## src/rtl/gcd_operand_fifo_if.sv

```systemverilog
// Handshake bundle between an operand producer, the operand FIFO and the gcd unit.
// The slave modport is the FIFO's view; master is the producer/consumer side.
interface gcd_operand_fifo_if #(
   parameter int W     = 16,
   parameter int DEPTH = 4
);
   logic [W-1:0]               enq_bits_A;
   logic [W-1:0]               enq_bits_B;
   logic                       enq_val;
   logic                       enq_rdy;
   logic [W-1:0]               deq_bits_A;
   logic [W-1:0]               deq_bits_B;
   logic                       deq_val;
   logic                       deq_rdy;
   logic [$clog2(DEPTH+1)-1:0] count;

   modport slave (
      input  enq_bits_A, enq_bits_B, enq_val, deq_rdy,
      output enq_rdy, deq_bits_A, deq_bits_B, deq_val, count
   );

   modport master (
      output enq_bits_A, enq_bits_B, enq_val, deq_rdy,
      input  enq_rdy, deq_bits_A, deq_bits_B, deq_val, count
   );
endinterface

```

## src/rtl/gcd_operand_fifo.sv

```systemverilog
// Operand-pair FIFO in front of the gcd unit; ready/valid outputs decode registered
// occupancy only, so no combinational path runs from deq_rdy to enq_rdy.
module gcd_operand_fifo #(
   parameter int W     = 16,
   parameter int DEPTH = 4
) (
   input  logic                   clk,
   input  logic                   reset,
   gcd_operand_fifo_if.slave      io
);
   localparam int AW = $clog2(DEPTH);
   localparam int CW = $clog2(DEPTH+1);

   typedef struct packed {
      logic [W-1:0] a;
      logic [W-1:0] b;
   } pair_t;

   pair_t         mem [DEPTH];
   logic [AW-1:0] wp, rp;
   logic [CW-1:0] cnt;
   logic          enq_fire, deq_fire;

   assign io.enq_rdy    = (cnt != CW'(DEPTH));
   assign io.deq_val    = (cnt != '0);
   assign io.count      = cnt;
   assign io.deq_bits_A = mem[rp].a;
   assign io.deq_bits_B = mem[rp].b;

   assign enq_fire = io.enq_val && io.enq_rdy;
   assign deq_fire = io.deq_val && io.deq_rdy;

   // Storage carries no reset; stale entries are never visible because deq_val gates them.
   always_ff @(posedge clk) begin
      if (enq_fire) mem[wp] <= '{a: io.enq_bits_A, b: io.enq_bits_B};
   end

   // DEPTH is a power of two, so pointer wrap is plain binary overflow.
   always_ff @(posedge clk or posedge reset) begin
      if (reset) begin
         wp  <= '0;
         rp  <= '0;
         cnt <= '0;
      end else begin
         if (enq_fire) wp <= wp + AW'(1);
         if (deq_fire) rp <= rp + AW'(1);
         if (enq_fire && !deq_fire)      cnt <= cnt + CW'(1);
         else if (deq_fire && !enq_fire) cnt <= cnt - CW'(1);
      end
   end
endmodule
```

## src/flat_wrapper.sv

```systemverilog
// flat-port wrapper written by rule: the top's interface ports become plain ports
module gcd_operand_fifo_flat 
#(
   parameter int W     = 16,
   parameter int DEPTH = 4
)
  (clk, reset, io_enq_bits_A, io_enq_bits_B, io_enq_val, io_deq_rdy, io_enq_rdy, io_deq_bits_A, io_deq_bits_B, io_deq_val, io_count);
  gcd_operand_fifo_if #(.W(W), .DEPTH(DEPTH)) io_i ();
  input  logic clk;
  input  logic reset;
  input wire logic [$bits(io_i.enq_bits_A)-1:0] io_enq_bits_A;
  input wire logic [$bits(io_i.enq_bits_B)-1:0] io_enq_bits_B;
  input wire logic [$bits(io_i.enq_val)-1:0] io_enq_val;
  input wire logic [$bits(io_i.deq_rdy)-1:0] io_deq_rdy;
  output wire logic [$bits(io_i.enq_rdy)-1:0] io_enq_rdy;
  output wire logic [$bits(io_i.deq_bits_A)-1:0] io_deq_bits_A;
  output wire logic [$bits(io_i.deq_bits_B)-1:0] io_deq_bits_B;
  output wire logic [$bits(io_i.deq_val)-1:0] io_deq_val;
  output wire logic [$bits(io_i.count)-1:0] io_count;
  assign io_i.enq_bits_A = io_enq_bits_A;
  assign io_i.enq_bits_B = io_enq_bits_B;
  assign io_i.enq_val = io_enq_val;
  assign io_i.deq_rdy = io_deq_rdy;
  assign io_enq_rdy = io_i.enq_rdy;
  assign io_deq_bits_A = io_i.deq_bits_A;
  assign io_deq_bits_B = io_i.deq_bits_B;
  assign io_deq_val = io_i.deq_val;
  assign io_count = io_i.count;
  gcd_operand_fifo #(.W(W), .DEPTH(DEPTH)) u_core (.clk(clk), .reset(reset), .io(io_i));
endmodule
```

## config.mk

```make
export PLATFORM = sky130hd
export DESIGN_NAME = gcd_operand_fifo_flat
export DESIGN_NICKNAME = d
export VERILOG_FILES = /design/src/rtl/gcd_operand_fifo_if.sv /design/src/rtl/gcd_operand_fifo.sv /design/src/flat_wrapper.sv
export SDC_FILE = /design/constraint.sdc
export NUM_CORES = 1
export LEC_CHECK = 0
export ABC_AREA = 1
export CORE_MARGIN = 2
export CORE_UTILIZATION = 25
export DETAILED_ROUTE_END_ITERATION = 8
export PLACE_DENSITY_LB_ADDON = 0.3
export SKIP_LAST_GASP = 1
export SYNTH_ARGS = -nofsm -noshare
export SYNTH_HDL_FRONTEND = slang
export SYNTH_SLANG_ARGS = --single-unit
```

## constraint.sdc

```tcl
create_clock -name clk -period 4.2 [get_ports clk]
set_input_delay 1.26 -clock clk [delete_from_list [all_inputs] [get_ports clk]]
set_output_delay 1.26 -clock clk [all_outputs]
set_load 0.02 [all_outputs]
```

# Yosys cells after proc, flatten, opt, wreduce, memory -nomap -nowiden
# Memories as Yosys holds them, arrays and structs flattened.
# Cells that the tools add are included.
[op_classes] addsub=4 reduce_logical=8 mux=4 eq_ne=1
[ops] op="two-way mux 3 bit" count=2
[ops] op="adder 2 x 1 -> 2 bit, second input constant" count=2
[ops] op="logical AND 1 bit" count=4
[ops] op="adder 3 x 1 -> 3 bit, second input constant" count=1
[ops] op="!= test 3 bit, second input constant" count=1
[ops] op="nonzero test 3 bit" count=1
[ops] op="subtractor 3 x 1 -> 3 bit, second input constant" count=1
[ops] op="logical NOT 1 bit" count=2
[ops] op="two-way mux 1 bit" count=2
[ops] op="nonzero test 2 bit" count=1
[word_totals] mem_bits_rw=128 reg_bits=7 output_inout_bits=37 wordCells=21 input_bits=36 mem_count=1
[mem_list] name="u_core.mem" depth=4 word_bits=32 rd=1 rd_clocked_by_memory_dff=0 write_ports=1 line_no="gcd_operand_fifo.sv:19" text="pair_t mem [DEPTH];"

# Longest topological paths before layout
# Gate-level depths: netlist (run 1).
[logic_depth] depth_word=6 mapped_depth=12 depth_no_buf=12

# Worst setup path after synthesis (run 1)
# Ideal clock, no wire load.
[synth_timing] kind="input-to-reg" startpoint="in io_enq_val" endpoint="mem u_core.mem[0][0] in the netlist's numbering, enable pin" slack_ns=1.006 required_time_ns=3.779 setup_time_ns=0.421 cell_stages=2 path_buffers=0 arrival_ns=2.772 path_cell_list="nand2_1 -> nor2_1"
[synth_via] elab_chain_cells=3
[synth_lines] item="start: declaration" line_no="flat_wrapper.sv:13" text="input wire logic [$bits(io_i.enq_val)-1:0] io_enq_val;"
[synth_lines] item="logical AND 1 bit" line_no="gcd_operand_fifo.sv:30" text="assign enq_fire = io.enq_val && io.enq_rdy;"
[synth_lines] item="two-way mux 1 bit" line_no="gcd_operand_fifo.sv:35" text="if (enq_fire) mem[wp] <= '{a: io.enq_bits_A, b: io.enq_bits_B};"
[synth_lines] item="two-way mux 1 bit (not written as such)" line_no="gcd_operand_fifo.sv:35"
[synth_lines] item="end: declaration" line_no="gcd_operand_fifo.sv:19"
# Every way passes these cells.

# Worst setup path in the final report (run 1)
[layout_timing] startpoint="reg u_core.rp[0]" endpoint="out io_deq_bits_B[6]"
[layout_via] elab_chain_cells=1
[layout_lines] item="start: declaration" line_no="gcd_operand_fifo.sv:20" text="logic [AW-1:0] wp, rp;"
[layout_lines] item="start signal: assignment" line_no="gcd_operand_fifo.sv:46" text="if (deq_fire) rp <= rp + AW'(1);"
[layout_lines] item="memory (4 x 32 bit)"
[layout_lines] item="end: declaration" line_no="flat_wrapper.sv:17" text="output wire logic [$bits(io_i.deq_bits_B)-1:0] io_deq_bits_B;"
# Every way passes these cells.

==> run summary, run 1 <==
======================================================================================
Maximum resistive drop on vdd                                              0.0003180 V
Top fanout value on the critical path                                               62
Crit path DAT                                                                  2.47 ns
Sequential fraction of the synthesis area                                       0.7228
Data required time at the worst endpoint                                       2.94 ns
Worst path bufs/invs                                                                 3
Final Hold Vio Count                                                                 0
Top cell type by total area after synthesis                               sky130_fd_sc_hd__edfxtp_1
Die Width                                                                     153.1 um
Core outline area                                                          0.02182 mm2
Min Tclk post-route                                                           3.730 ns
Number of setup buffers added after CTS                                              0
Post-cts resize count                                                                0
Most congested layer reported by global routing                                   met2
Seq cells post-synth                                                               135
Gp weighted congestion                                                          0.7046
TritonCTS Buffers                                                                   17
Endpoint, Worst Hold                                                      u_core.wp[0]
All-Layer GR Usage                                                              0.1027
Via-per-instance ratio                                                           4.097
Post-Syn Nets                                                                      476
Insertion delay to the later sink of the worst-skew pair                       0.41 ns
NetSw                                                                          1856 uW
Post-Layout Cell Count                                                             805
Number of remaining DRC errors                                                       0
Post-route cell area                                                      0.007147 mm2
Actual transition at the worst max-transition pin                            0.7401 ns
# rows                                                                              54
GRT Residual Overflow                                                                0
Largest stage delay on the critical path                                       0.60 ns
Worst hold path startpoint                                                u_core.wp[0]
Slew Limit Fails                                                                     0
Clock share of power                                                             0.267
Maximum number of pins on one net before global-route repair                        63
Setup slack on the worst flop-to-flop path                                     2.01 ns
Final total negative setup slack                                                  0 ns
Unrepaired setup endpoints after global routing                                     no
Most used cells in the layout excluding fill and tap cells                128 x sky130_fd_sc_hd__edfxtp_1, 113 x sky130_fd_sc_hd__nand2_1, 79 x sky130_fd_sc_hd__inv_1, 72 x sky130_fd_sc_hd__clkdlybuf4s50_1, 64 x sky130_fd_sc_hd__o211ai_1
Setup crit start kind                                                         register
Critical path start-end classification                                         reg2out
Worst Setup End Kind                                                        output pin
Sequential power share                                                           0.348
Beginning of the worst register-to-register path                          u_core.io.count[0]
Period utilisation layout                                                       0.8880
Number of standard cells after synthesis                                           434
Synth unique cells                                                                  17
Avg WL per Cell                                                               14.31 um
Total die area                                                             0.02345 mm2
Cell count of the worst reg-to-reg path                                              9
Antenna violations before repair                                                     2
Most common cell after layout, fill and taps aside                        sky130_fd_sc_hd__edfxtp_1
Crit-path slowest cell                                                    sky130_fd_sc_hd__clkdlybuf4s50_1
Pleak                                                                      0.002747 uW
Layout Area Growth over Synthesis                                               28.53%
Hold Buf Count CTS                                                                   0
First-iteration detailed-routing DRC count                                         136
Cell Area, Synth                                                          0.005560 mm2
Number of buffers on the longest clock path                                          2
Number of cells on the worst hold path                                               2
Mean cell area of the mapped netlist                                         12.81 um2
Vias in the first global route                                                    3385
GRT met1 Usage                                                                  0.1192
Final ANT Viol Nets                                                                  0
Met3 layer usage reported by global route                                      0.03913
Power per cell area                                                       749.4 mW/mm2
Initial standard-cell utilization of the core                                   0.2548
Fmax                                                                        0.2681 GHz
Count of pins on the block boundary                                                 73
Final nets                                                                         555
Routing usage on met2                                                           0.1705
Global-route wire length before repair                                        18260 um
Worst path cell trace                                                     inv_4, buf_4, o211ai_1, nand2_1, clkdlybuf4s50_1
CTS Root Buffer Type                                                      sky130_fd_sc_hd__clkbuf_16
# clock sinks                                                                      135
Share of the synthesized area in the top cell type                              0.6913
Part of the power in combinational logic                                         0.385
Slew Limit Headroom                                                             0.5059
Clock slew at the register clock pins of the worst setup and hold paths        0.06 ns
Layout cell share with drive strength beyond 1                                 0.08000
IO Port Bufs                                                                        72
Wirelength, routed                                                            11520 um
Cell types with the largest area share after synthesis                    sky130_fd_sc_hd__edfxtp_1 69%, sky130_fd_sc_hd__o211ai_1 8.6%, sky130_fd_sc_hd__nand2_1 7.6%
Yosys synthesis warning count                                                        0
Die extent in y                                                               153.1 um
Path type of the worst min-delay path                                          reg2reg
Count of TritonRoute iterations in the first routing pass                            4
Number of endpoints failing setup at the final stage                                 0
End of the worst register-to-register path                                u_core.io.count[1]
Delay-heaviest family, CP                                                 buffers and inverters
Final antenna diode count                                                            0
# placed instances                                                                 774
Total number of vias                                                              3298
Maximum level of the CTS H-tree                                                      4
Cell internal pwr                                                              3500 uW
Post-detailed-placement cell area                                         0.006578 mm2
Layout Skew                                                                 0.01267 ns
Total of max-cap violations                                                          0
Share of total power consumed by net switching                                  0.3466
HPWL reported at the end of detailed placement                                 7085 um
CTS tree                                                                          done
Outcome                                                                      completed
======================================================================================
## routing by layer
layer | wire length, um | share of wire
met1 | 4947 | 0.43
met4 | 167 | 0.014
met5 | 13 | 0.0011
met2 | 5678 | 0.49
met3 | 716 | 0.062
## kinds of logic (layout without fill, tap and decap cells)
family / after synthesis / after routing / synth area share
flip-flops: 135 / 135 / 0.7228
AND/OR/NAND/NOR: 125 / 125 / 0.08641
buffers and inverters: 102 / 193 / 0.08708
AO/OA/AOI/OAI: 65 / 65 / 0.08731
adder cells (fa/ha/maj): 6 / 6 / 0.01485
XOR/XNOR: 1 / 1 / 0.001575
## sequential cells by signal (all words and copies together), names as in the netlist
signal	cells
u_core.mem	128
u_core.rp	2
u_core.io.count	3
u_core.wp	2
## power by group through the flow
stage          registers (uW)  logic (uW)  clock network [uW]
2_1_floorplan            1890        1290                   0
3_5_place_dp             1890        2110                   0
5_1_grt                  1890        2280                1530
4_1_cts                  1870        2120                1470
3_3_place_gp             1880        2080                   0
6_report                 1860        2060                1430
## synthesized netlist by cell type
master	n
sky130_fd_sc_hd__buf_2	3
sky130_fd_sc_hd__buf_4	2
sky130_fd_sc_hd__buf_6	12
sky130_fd_sc_hd__clkbuf_1	4
sky130_fd_sc_hd__dfrtp_1	7
sky130_fd_sc_hd__edfxtp_1	128
sky130_fd_sc_hd__fa_1	1
sky130_fd_sc_hd__ha_1	5
sky130_fd_sc_hd__inv_1	80
sky130_fd_sc_hd__inv_2	1
sky130_fd_sc_hd__nand2_1	113
sky130_fd_sc_hd__nand3_1	7
sky130_fd_sc_hd__nand4_1	1
sky130_fd_sc_hd__nor2_1	4
sky130_fd_sc_hd__o211ai_1	64
sky130_fd_sc_hd__o21ai_0	1
sky130_fd_sc_hd__xnor2_1	1
## final cells by class
type	count	area (um2)
inverter	81	306.5
multi-input combinational	197	1087
fill	2111	14680
sequential	135	4020
timing repair buffer	81	813.3
tap	280	350.3
clock inverter	11	132.6
clock buffer	20	436.7
## worst min-delay path, delay by kind of cell, from the launching register on
family	cells	cell delay, ns
flops	1	0.40
simple gates	2	0.12
## worst max path at each step
stage / from / end / slack [ns] / cells after the start
finish: u_core.rp[0] / io_deq_bits_B[6] / 0.47 / 5
CTS: u_core.rp[0] / io_deq_bits_A[10] / 0.41 / 6
detailed placement: u_core.rp[0] / io_deq_bits_A[10] / 0.87 / 6
global route: u_core.rp[0] / io_deq_bits_B[2] / 0.29 / 5
floorplan: io_enq_val / u_core.mem[0][0] / 1.01 / 2
global placement: u_core.rp[0] / io_deq_bits_A[10] / 0.90 / 6
## per-stage QoR
step	total power, uW	setup slack, ns	utilization	hold WS (ns)
finish	5356	0.4704	0.3275	0.5432
global route	5699	0.2893	0.3275	0.5725
CTS	5454	0.4082	0.3275	0.5441
detailed placement	4006	0.8717	0.3014	0.5263
global placement	3960	0.8967	0.3014	0.5064
floorplan	3180	1.006	-	0.4829
No activity file was read; power rests on OpenSTA's default activity.
==> run 2: changes to the inputs <==
--- a/config.mk
+++ b/config.mk
@@ -8,6 +8,8 @@
 export ABC_AREA = 1
 export CORE_MARGIN = 2
 export CORE_UTILIZATION = 25
+export CTS_BUF_LIST = sky130_fd_sc_hd__clkbuf_8
+export CTS_CLUSTER_SIZE = 28
 export DETAILED_ROUTE_END_ITERATION = 8
 export PLACE_DENSITY_LB_ADDON = 0.3
 export SKIP_LAST_GASP = 1
==> run 2 against run 1 <==
  * Register-to-register slack is essentially flat
  * Combinational power is essentially flat
  * Fmax shrank 0.81%
  * Via count shrank 0.76%
  * Utilization shrank 0.88 points
  * Largest cell class unchanged
  * Largest power group unchanged
==> run summary, run 2 (synthesis gave the netlist of run 1 again) <==
======================================================================================
Outcome                                                                      completed   unchanged
Setup crit start kind                                                         register   unchanged
Hold_ws                                                                      0.5476 ns   was 0.5432 ns
Worst path bufs/invs                                                                 3   unchanged
Wirelength, routed                                                            11580 um   was 11520 um
Fmax                                                                        0.2660 GHz   was 0.2681 GHz
Area taken by flip-flops and latches                                      0.004020 mm2   unchanged
Biggest register                                                            u_core.mem   unchanged
Vias in the first global route                                                    3359   was 3385
Hold Buf Count CTS                                                                   0   unchanged
Total of max-cap violations                                                          0   unchanged
Flip-flop count of the largest register after layout                               128   unchanged
Worst setup path startpoint                                               u_core.rp[0]   unchanged
Slew Limit Headroom                                                             0.5050   was 0.5059
All-Layer GR Usage                                                              0.1023   was 0.1027
First-iteration detailed-routing DRC count                                         145   was 136
Layout cell share with drive strength beyond 1                                 0.08000   unchanged
CTS Root Buffer Type                                                      sky130_fd_sc_hd__clkbuf_8   was sky130_fd_sc_hd__clkbuf_16
Clock slew at the register clock pins of the worst setup and hold paths        0.08 ns   was 0.06 ns
Total die area                                                             0.02345 mm2   unchanged
Worst Setup End Kind                                                        output pin   unchanged
Total number of vias                                                              3273   was 3298
Worst path cell trace                                                     inv_4, buf_4, o211ai_1, nand2_1, clkdlybuf4s50_1   unchanged
Smallest setup slack after layout                                            0.4399 ns   was 0.4704 ns
Setup slack on the worst flop-to-flop path                                     2.00 ns   was 2.01 ns
# rows                                                                              54   unchanged
Post-Place Worst Slack                                                       0.8717 ns   unchanged
Via-per-instance ratio                                                           4.066   was 4.097
Total chip power                                                               4959 uW   was 5356 uW
Final nets                                                                         555   unchanged
Insertion delay to the later sink of the worst-skew pair                       0.44 ns   was 0.41 ns
Die extent in y                                                               153.1 um   unchanged
Final Hold Vio Count                                                                 0   unchanged
Antenna violations before repair                                                     2   unchanged
Area occupied by multi-input gates                                        0.001087 mm2   unchanged
HPWL reported at the end of detailed placement                                 7085 um   unchanged
Crit-path slowest cell                                                    sky130_fd_sc_hd__clkdlybuf4s50_1   unchanged
Global-route wire length before repair                                        18200 um   was 18260 um
Number of fillers in the final layout                                             2135   was 2111
Avg WL per Cell                                                               14.38 um   was 14.31 um
Min Tclk post-route                                                           3.760 ns   was 3.730 ns
Maximum resistive drop on vdd                                              0.0003175 V   was 0.0003180 V
TritonCTS Buffers                                                                   17   unchanged
Count of TritonRoute iterations in the first routing pass                            5   was 4
Post-cts resize count                                                                0   unchanged
Final ANT Viol Nets                                                                  0   unchanged
Number of remaining DRC errors                                                       0   unchanged
Number of endpoints failing setup at the final stage                                 0   unchanged
Actual transition at the worst max-transition pin                            0.7414 ns   was 0.7401 ns
Final antenna diode count                                                            0   unchanged
Maximum number of pins on one net before global-route repair                        63   unchanged
CTS tree                                                                          done   unchanged
IO Port Bufs                                                                        72   unchanged
Slew Limit Fails                                                                     0   unchanged
Number of buffers on the longest clock path                                          2   unchanged
Power per cell area                                                       712.9 mW/mm2   was 749.4 mW/mm2
Core outline area                                                          0.02182 mm2   unchanged
Crit path DAT                                                                  2.50 ns   was 2.47 ns
Gp weighted congestion                                                          0.7046   unchanged
# placed instances                                                                 774   unchanged
Final total negative setup slack                                                  0 ns   unchanged
Count of pins on the block boundary                                                 73   unchanged
Critical path start-end classification                                         reg2out   unchanged
Most used cells in the layout excluding fill and tap cells                128 x sky130_fd_sc_hd__edfxtp_1, 113 x sky130_fd_sc_hd__nand2_1, 82 x sky130_fd_sc_hd__inv_1, 72 x sky130_fd_sc_hd__clkdlybuf4s50_1, 64 x sky130_fd_sc_hd__o211ai_1   was 128 x sky130_fd_sc_hd__edfxtp_1, 113 x sky130_fd_sc_hd__nand2_1, 79 x sky130_fd_sc_hd__inv_1, 72 x sky130_fd_sc_hd__clkdlybuf4s50_1, 64 x sky130_fd_sc_hd__o211ai_1
Largest stage delay on the critical path                                       0.60 ns   about the same
Initial standard-cell utilization of the core                                   0.2548   unchanged
Top fanout value on the critical path                                               62   unchanged
GRT Residual Overflow                                                                0   unchanged
Most common cell after layout, fill and taps aside                        sky130_fd_sc_hd__edfxtp_1   unchanged
Worst hold path startpoint                                                u_core.wp[0]   unchanged
Pleak                                                                      0.002673 uW   was 0.002747 uW
Delay-heaviest family, CP                                                 buffers and inverters   unchanged
Period utilisation layout                                                       0.8953   was 0.8880
Die Width                                                                     153.1 um   unchanged
Number of setup buffers added after CTS                                              0   unchanged
Beginning of the worst register-to-register path                          u_core.io.count[0]   unchanged
Post-Layout Cell Count                                                             805   unchanged
Layout Area Growth over Synthesis                                               25.09%   was 28.53%
# clock sinks                                                                      135   unchanged
Maximum level of the CTS H-tree                                                      4   unchanged
Data required time at the worst endpoint                                       2.94 ns   about the same
Unrepaired setup endpoints after global routing                                     no   unchanged
Path type of the worst min-delay path                                          reg2reg   unchanged
Layout Skew                                                                 0.01528 ns   was 0.01267 ns
======================================================================================
==> run 2: per-layer routing <==
metal	GRT usage	wire (um)	share of wire
met1	0.1178	4995	0.43
met2	0.1705	5682	0.49
met3	0.03941	685	0.059
met4	0.04277	198	0.017
met5	0	13	0.0011
==> run 2: worst paths after layout <==
check | to | cells after the start
hold reg to reg | u_core.wp[0] | 2
setup / recovery | io_deq_bits_B[6] | 5
max in group asynchronous | u_core.rp[1] | 2
min in group asynchronous | u_core.io.count[0] | 2
setup reg to reg | u_core.io.count[1] | 9
hold / removal | u_core.wp[0] | 2
==> run 2: stage by stage <==
stage	utilization	instance area [um2]
finish	0.3187	6955
detailed placement	0.3014	6578
CTS	0.3187	6955
floorplan	-	5560
global route	0.3187	6955
global placement	0.3014	6578
==> run 2: power breakdown <==
group	internal, uW	switching [uW]	leakage (uW)
clock network	567	465	0.000200
registers	1780	85.0	0.00126
logic	801	1260	0.00122
==> run 2: final cells by class <==
type / instances / share of cell area
Sequential cell: 135 / 0.5780
Multi-Input combinational cell: 197 / 0.1563
Timing Repair Buffer: 81 / 0.1169
Clock inverter: 14 / 0.02069
Clock buffer: 17 / 0.03364
Inverter: 81 / 0.04407
Tap cell: 280 / 0.05037
==> run 2: worst register-to-register path, cell delays in order, from the launching register on <==
cell                      delay, ns
sky130_fd_sc_hd__dfrtp_1       0.45
sky130_fd_sc_hd__inv_1         0.11
sky130_fd_sc_hd__nand3_1       0.15
sky130_fd_sc_hd__nand2_1       0.40
sky130_fd_sc_hd__inv_1         0.09
sky130_fd_sc_hd__ha_1          0.21
sky130_fd_sc_hd__inv_1         0.09
sky130_fd_sc_hd__fa_1          0.42
sky130_fd_sc_hd__nand2_1       0.08
sky130_fd_sc_hd__o21ai_0       0.08
==> run 3: changes to the inputs <==
--- a/config.mk
+++ b/config.mk
@@ -5,14 +5,14 @@
 export SDC_FILE = /design/constraint.sdc
 export NUM_CORES = 1
 export LEC_CHECK = 0
-export ABC_AREA = 1
+export CELL_PAD_IN_SITES_DETAIL_PLACEMENT = 1
+export CELL_PAD_IN_SITES_GLOBAL_PLACEMENT = 1
 export CORE_MARGIN = 2
 export CORE_UTILIZATION = 25
 export CTS_BUF_LIST = sky130_fd_sc_hd__clkbuf_8
 export CTS_CLUSTER_SIZE = 28
 export DETAILED_ROUTE_END_ITERATION = 8
 export PLACE_DENSITY_LB_ADDON = 0.3
-export SKIP_LAST_GASP = 1
 export SYNTH_ARGS = -nofsm -noshare
 export SYNTH_HDL_FRONTEND = slang
 export SYNTH_SLANG_ARGS = --single-unit
==> run 3 against run 2 <==
  * First-iteration DRC count down 21%
  * Routed wire length shrank 13%
  * Synthesized cell count decreased by 53%
  * Critical path depth shrank 2
  * Clock-buffer cell count grew 4
  * Non-clock buffer count fell by 2
  * Fmax rose by 1.7%
  * Critical path type unchanged
==> run summary, run 3 <==
======================================================================================
Initial standard-cell utilization of the core                                   0.2527   was 0.2548
Clock slew at the register clock pins of the worst setup and hold paths        0.08 ns   about the same
Number of remaining DRC errors                                                       0   unchanged
Data required time at the worst endpoint                                       2.94 ns   about the same
Synth unique cells                                                                  20   was 17
Layout cell share with drive strength beyond 1                                  0.2476   was 0.08000
Cell Area, Synth                                                          0.005080 mm2   was 0.005560 mm2
Top fanout value on the critical path                                               28   was 62
Sequential fraction of the synthesis area                                       0.7911   was 0.7228
Max Used Layer                                                                    met4   was met5
Final Hold Vio Count                                                                 0   unchanged
Area occupied by multi-input gates                                           960.9 um2   was 0.001087 mm2
Die Width                                                                     146.5 um   was 153.1 um
Layout Area Growth over Synthesis                                               30.52%   was 25.09%
Crit path DAT                                                                  2.44 ns   was 2.50 ns
# clock sinks                                                                      135   unchanged
Routed length on met1                                                          4534 um   was 4995 um
Actual transition at the worst max-transition pin                            0.6286 ns   was 0.7414 ns
Worst path bufs/invs                                                                 2   was 3
Maximum number of pins on one net before global-route repair                        29   was 63
Cell with the most instances after synthesis                              sky130_fd_sc_hd__edfxtp_1   unchanged
Yosys synthesis warning count                                                        0   unchanged
Final nets                                                                         336   was 555
Cell types with the largest area share after synthesis                    sky130_fd_sc_hd__edfxtp_1 76%, sky130_fd_sc_hd__mux4_2 12%, sky130_fd_sc_hd__dfrtp_1 3.4%   was sky130_fd_sc_hd__edfxtp_1 69%, sky130_fd_sc_hd__o211ai_1 8.6%, sky130_fd_sc_hd__nand2_1 7.6%
Total number of vias                                                              2325   was 3273
Global-route wire length before repair                                        15880 um   was 18200 um
Final antenna diode count                                                            0   unchanged
Outcome                                                                      completed   unchanged
Critical path start-end classification                                         reg2out   unchanged
Number of fillers in the final layout                                             1988   was 2135
Insertion delay to the later sink of the worst-skew pair                       0.44 ns   about the same
CTS Root Buffer Type                                                      sky130_fd_sc_hd__clkbuf_8   unchanged
Fmax                                                                        0.2705 GHz   was 0.2660 GHz
Worst path cell trace                                                     buf_12, mux4_1, clkdlybuf4s50_1   was inv_4, buf_4, o211ai_1, nand2_1, clkdlybuf4s50_1
Layout Skew                                                                 0.01713 ns   was 0.01528 ns
Crit-path slowest cell                                                    sky130_fd_sc_hd__mux4_1   was sky130_fd_sc_hd__clkdlybuf4s50_1
All-Layer GR Usage                                                              0.1020   was 0.1023
Share of the synthesized area in the top cell type                              0.7567   was 0.6913
Final ANT Viol Nets                                                                  0   unchanged
Core outline area                                                          0.02010 mm2   was 0.02182 mm2
First-iteration detailed-routing DRC count                                         115   was 145
Total met3 wirelength after detailed routing                                    421 um   was 685 um
Top cell type by total area after synthesis                               sky130_fd_sc_hd__edfxtp_1   unchanged
Avg WL per Cell                                                               17.43 um   was 14.38 um
Total of max-cap violations                                                          0   unchanged
Count of pins on the block boundary                                                 73   unchanged
Setup crit start kind                                                         register   unchanged
Maximum level of the CTS H-tree                                                      4   unchanged
Number of setup buffers added after CTS                                              0   unchanged
Die extent in y                                                               146.5 um   was 153.1 um
EDFF count, synth                                                                  128   unchanged
# rows                                                                              52   was 54
Wirelength, routed                                                            10060 um   was 11580 um
Path type of the worst min-delay path                                          reg2reg   unchanged
Vias in the first global route                                                    2676   was 3359
Number of endpoints failing setup at the final stage                                 0   unchanged
Number of buffers on the longest clock path                                          2   unchanged
Number of standard cells after synthesis                                           204   was 434
Area taken by flip-flops and latches                                      0.004021 mm2   was 0.004020 mm2
Power per cell area                                                       728.0 mW/mm2   was 712.9 mW/mm2
Seq cells post-synth                                                               135   unchanged
Utilization of the core after routing                                           0.3298   was 0.3187
Mean cell area of the mapped netlist                                         24.90 um2   was 12.81 um2
Slew Limit Headroom                                                             0.5810   was 0.5050
Most common cell after layout, fill and taps aside                        sky130_fd_sc_hd__edfxtp_1   unchanged
Count of TritonRoute iterations in the first routing pass                            4   was 5
Gp weighted congestion                                                          0.6605   was 0.7046
Top cells by count, synth                                                 128 x sky130_fd_sc_hd__edfxtp_1, 28 x sky130_fd_sc_hd__mux4_2, 7 x sky130_fd_sc_hd__dfrtp_1   was 128 x sky130_fd_sc_hd__edfxtp_1, 113 x sky130_fd_sc_hd__nand2_1, 80 x sky130_fd_sc_hd__inv_1
Largest stage delay on the critical path                                       0.62 ns   was 0.60 ns
IO Port Bufs                                                                        72   unchanged
Flip-flop count of the largest register after layout                               128   unchanged
Unrepaired setup endpoints after global routing                                     no   unchanged
Post-Syn Nets                                                                      246   was 476
CTS tree                                                                          done   unchanged
Post-cts resize count                                                                0   unchanged
HPWL reported at the end of detailed placement                                 6216 um   was 7085 um
Slew Limit Fails                                                                     0   unchanged
Top flip-flop cell by instance count after synthesis                      sky130_fd_sc_hd__edfxtp_1   unchanged
Share of flip-flops with an asynchronous set or reset after synthesis          0.05185   unchanged
Most used cells in the layout excluding fill and tap cells                128 x sky130_fd_sc_hd__edfxtp_1, 72 x sky130_fd_sc_hd__clkdlybuf4s50_1, 28 x sky130_fd_sc_hd__mux4_2, 21 x sky130_fd_sc_hd__clkbuf_8   was 128 x sky130_fd_sc_hd__edfxtp_1, 113 x sky130_fd_sc_hd__nand2_1, 82 x sky130_fd_sc_hd__inv_1, 72 x sky130_fd_sc_hd__clkdlybuf4s50_1, 64 x sky130_fd_sc_hd__o211ai_1
Min Tclk post-route                                                           3.696 ns   was 3.760 ns
Total die area                                                             0.02148 mm2   was 0.02345 mm2
Via-per-instance ratio                                                           4.029   was 4.066
Pleak                                                                      0.002151 uW   was 0.002673 uW
Antenna violations before repair                                                     0   was 2
Biggest register                                                            u_core.mem   unchanged
Maximum resistive drop on vdd                                              0.0002321 V   was 0.0003175 V
Hold Buf Count CTS                                                                   0   unchanged
Period utilisation layout                                                       0.8801   was 0.8953
Delay-heaviest family, CP                                                 buffers and inverters   unchanged
GRT Residual Overflow                                                                0   unchanged
Total length of routed met2 wires                                              4930 um   was 5682 um
Worst Setup End Kind                                                        output pin   unchanged
Final total negative setup slack                                                  0 ns   unchanged
TritonCTS Buffers                                                                   17   unchanged
======================================================================================
-- run 3: cell count changes after synthesis, sizes merged, moves of 2 or more --
cell,delta
buf,-10
nand3,-6
mux2,+2
inv,-77
nand2,-111
xor2,+2
o211ai,-64
nor2,-2
clkbuf,-3
and2,+4
mux4,+32
xnor2,+3
-- run 3: through the flow --
stage | area [um2] | total power (uW) | hold WS (ns) | instances | setup WS, ns
finish | 6630 | 4827 | 0.5674 | 577 | 0.5036
detailed placement | 6171 | 3714 | 0.5498 | 545 | 0.9113
global route | 6630 | 5082 | 0.6214 | 577 | 0.3673
floorplan | 5080 | 2963 | 0.5340 | 204 | 1.457
CTS | 6630 | 4933 | 0.5785 | 577 | 0.4008
global placement | 6171 | 3679 | 0.5398 | 545 | 0.9308
-- run 3: area by class of cell --
class,count,share of cell area
tap,270,0.05095
clock inverter,11,0.02567
sequential,135,0.6065
inverter,4,0.002265
multi-input combinational,57,0.1449
clock buffer,21,0.04359
timing repair buffer,79,0.1261
-- run 3: logic make-up (layout without fill, tap and decap cells) --
logic type               count (synthesis)  after routing  share of synthesized area
AND/OR/NAND/NOR                         10             10                    0.01010
buffers and inverters                   12            115                    0.02069
adder cells (fa/ha/maj)                  6              6                    0.01626
flip-flops                             135            135                     0.7911
XOR/XNOR                                 6              6                    0.01034
AO/OA/AOI/OAI                            1              1                   0.002217
multiplexers                            34             34                     0.1493
-- run 3: worst paths after layout --
| check | start | endpoint | slack, ns | cells after the start |
|---|---|---|---|---|
| hold / removal | u_core.io.count[2] | u_core.io.count[2] | 0.57 | 1 |
| min in group asynchronous | reset | u_core.wp[1] | 1.06 | 2 |
| max in group asynchronous | reset | u_core.rp[1] | 2.89 | 2 |
| setup reg to reg | u_core.io.count[0] | u_core.io.count[2] | 1.99 | 8 |
| setup / recovery | u_core.rp[0] | io_deq_bits_A[8] | 0.50 | 3 |
| hold reg to reg | u_core.io.count[2] | u_core.io.count[2] | 0.57 | 1 |
-- run 3: where the power goes --
part	total, uW	switching (uW)	internal [uW]
registers	1930	148	1790
clock network	1200	494	710
logic	1690	828	861
-- run 3: layer usage --
metal  track usage  up-vias
met5             0        -
met4       0.03786        0
met3       0.03906       15
met2        0.1644       53
met1        0.1250     1224
li1              -     1033
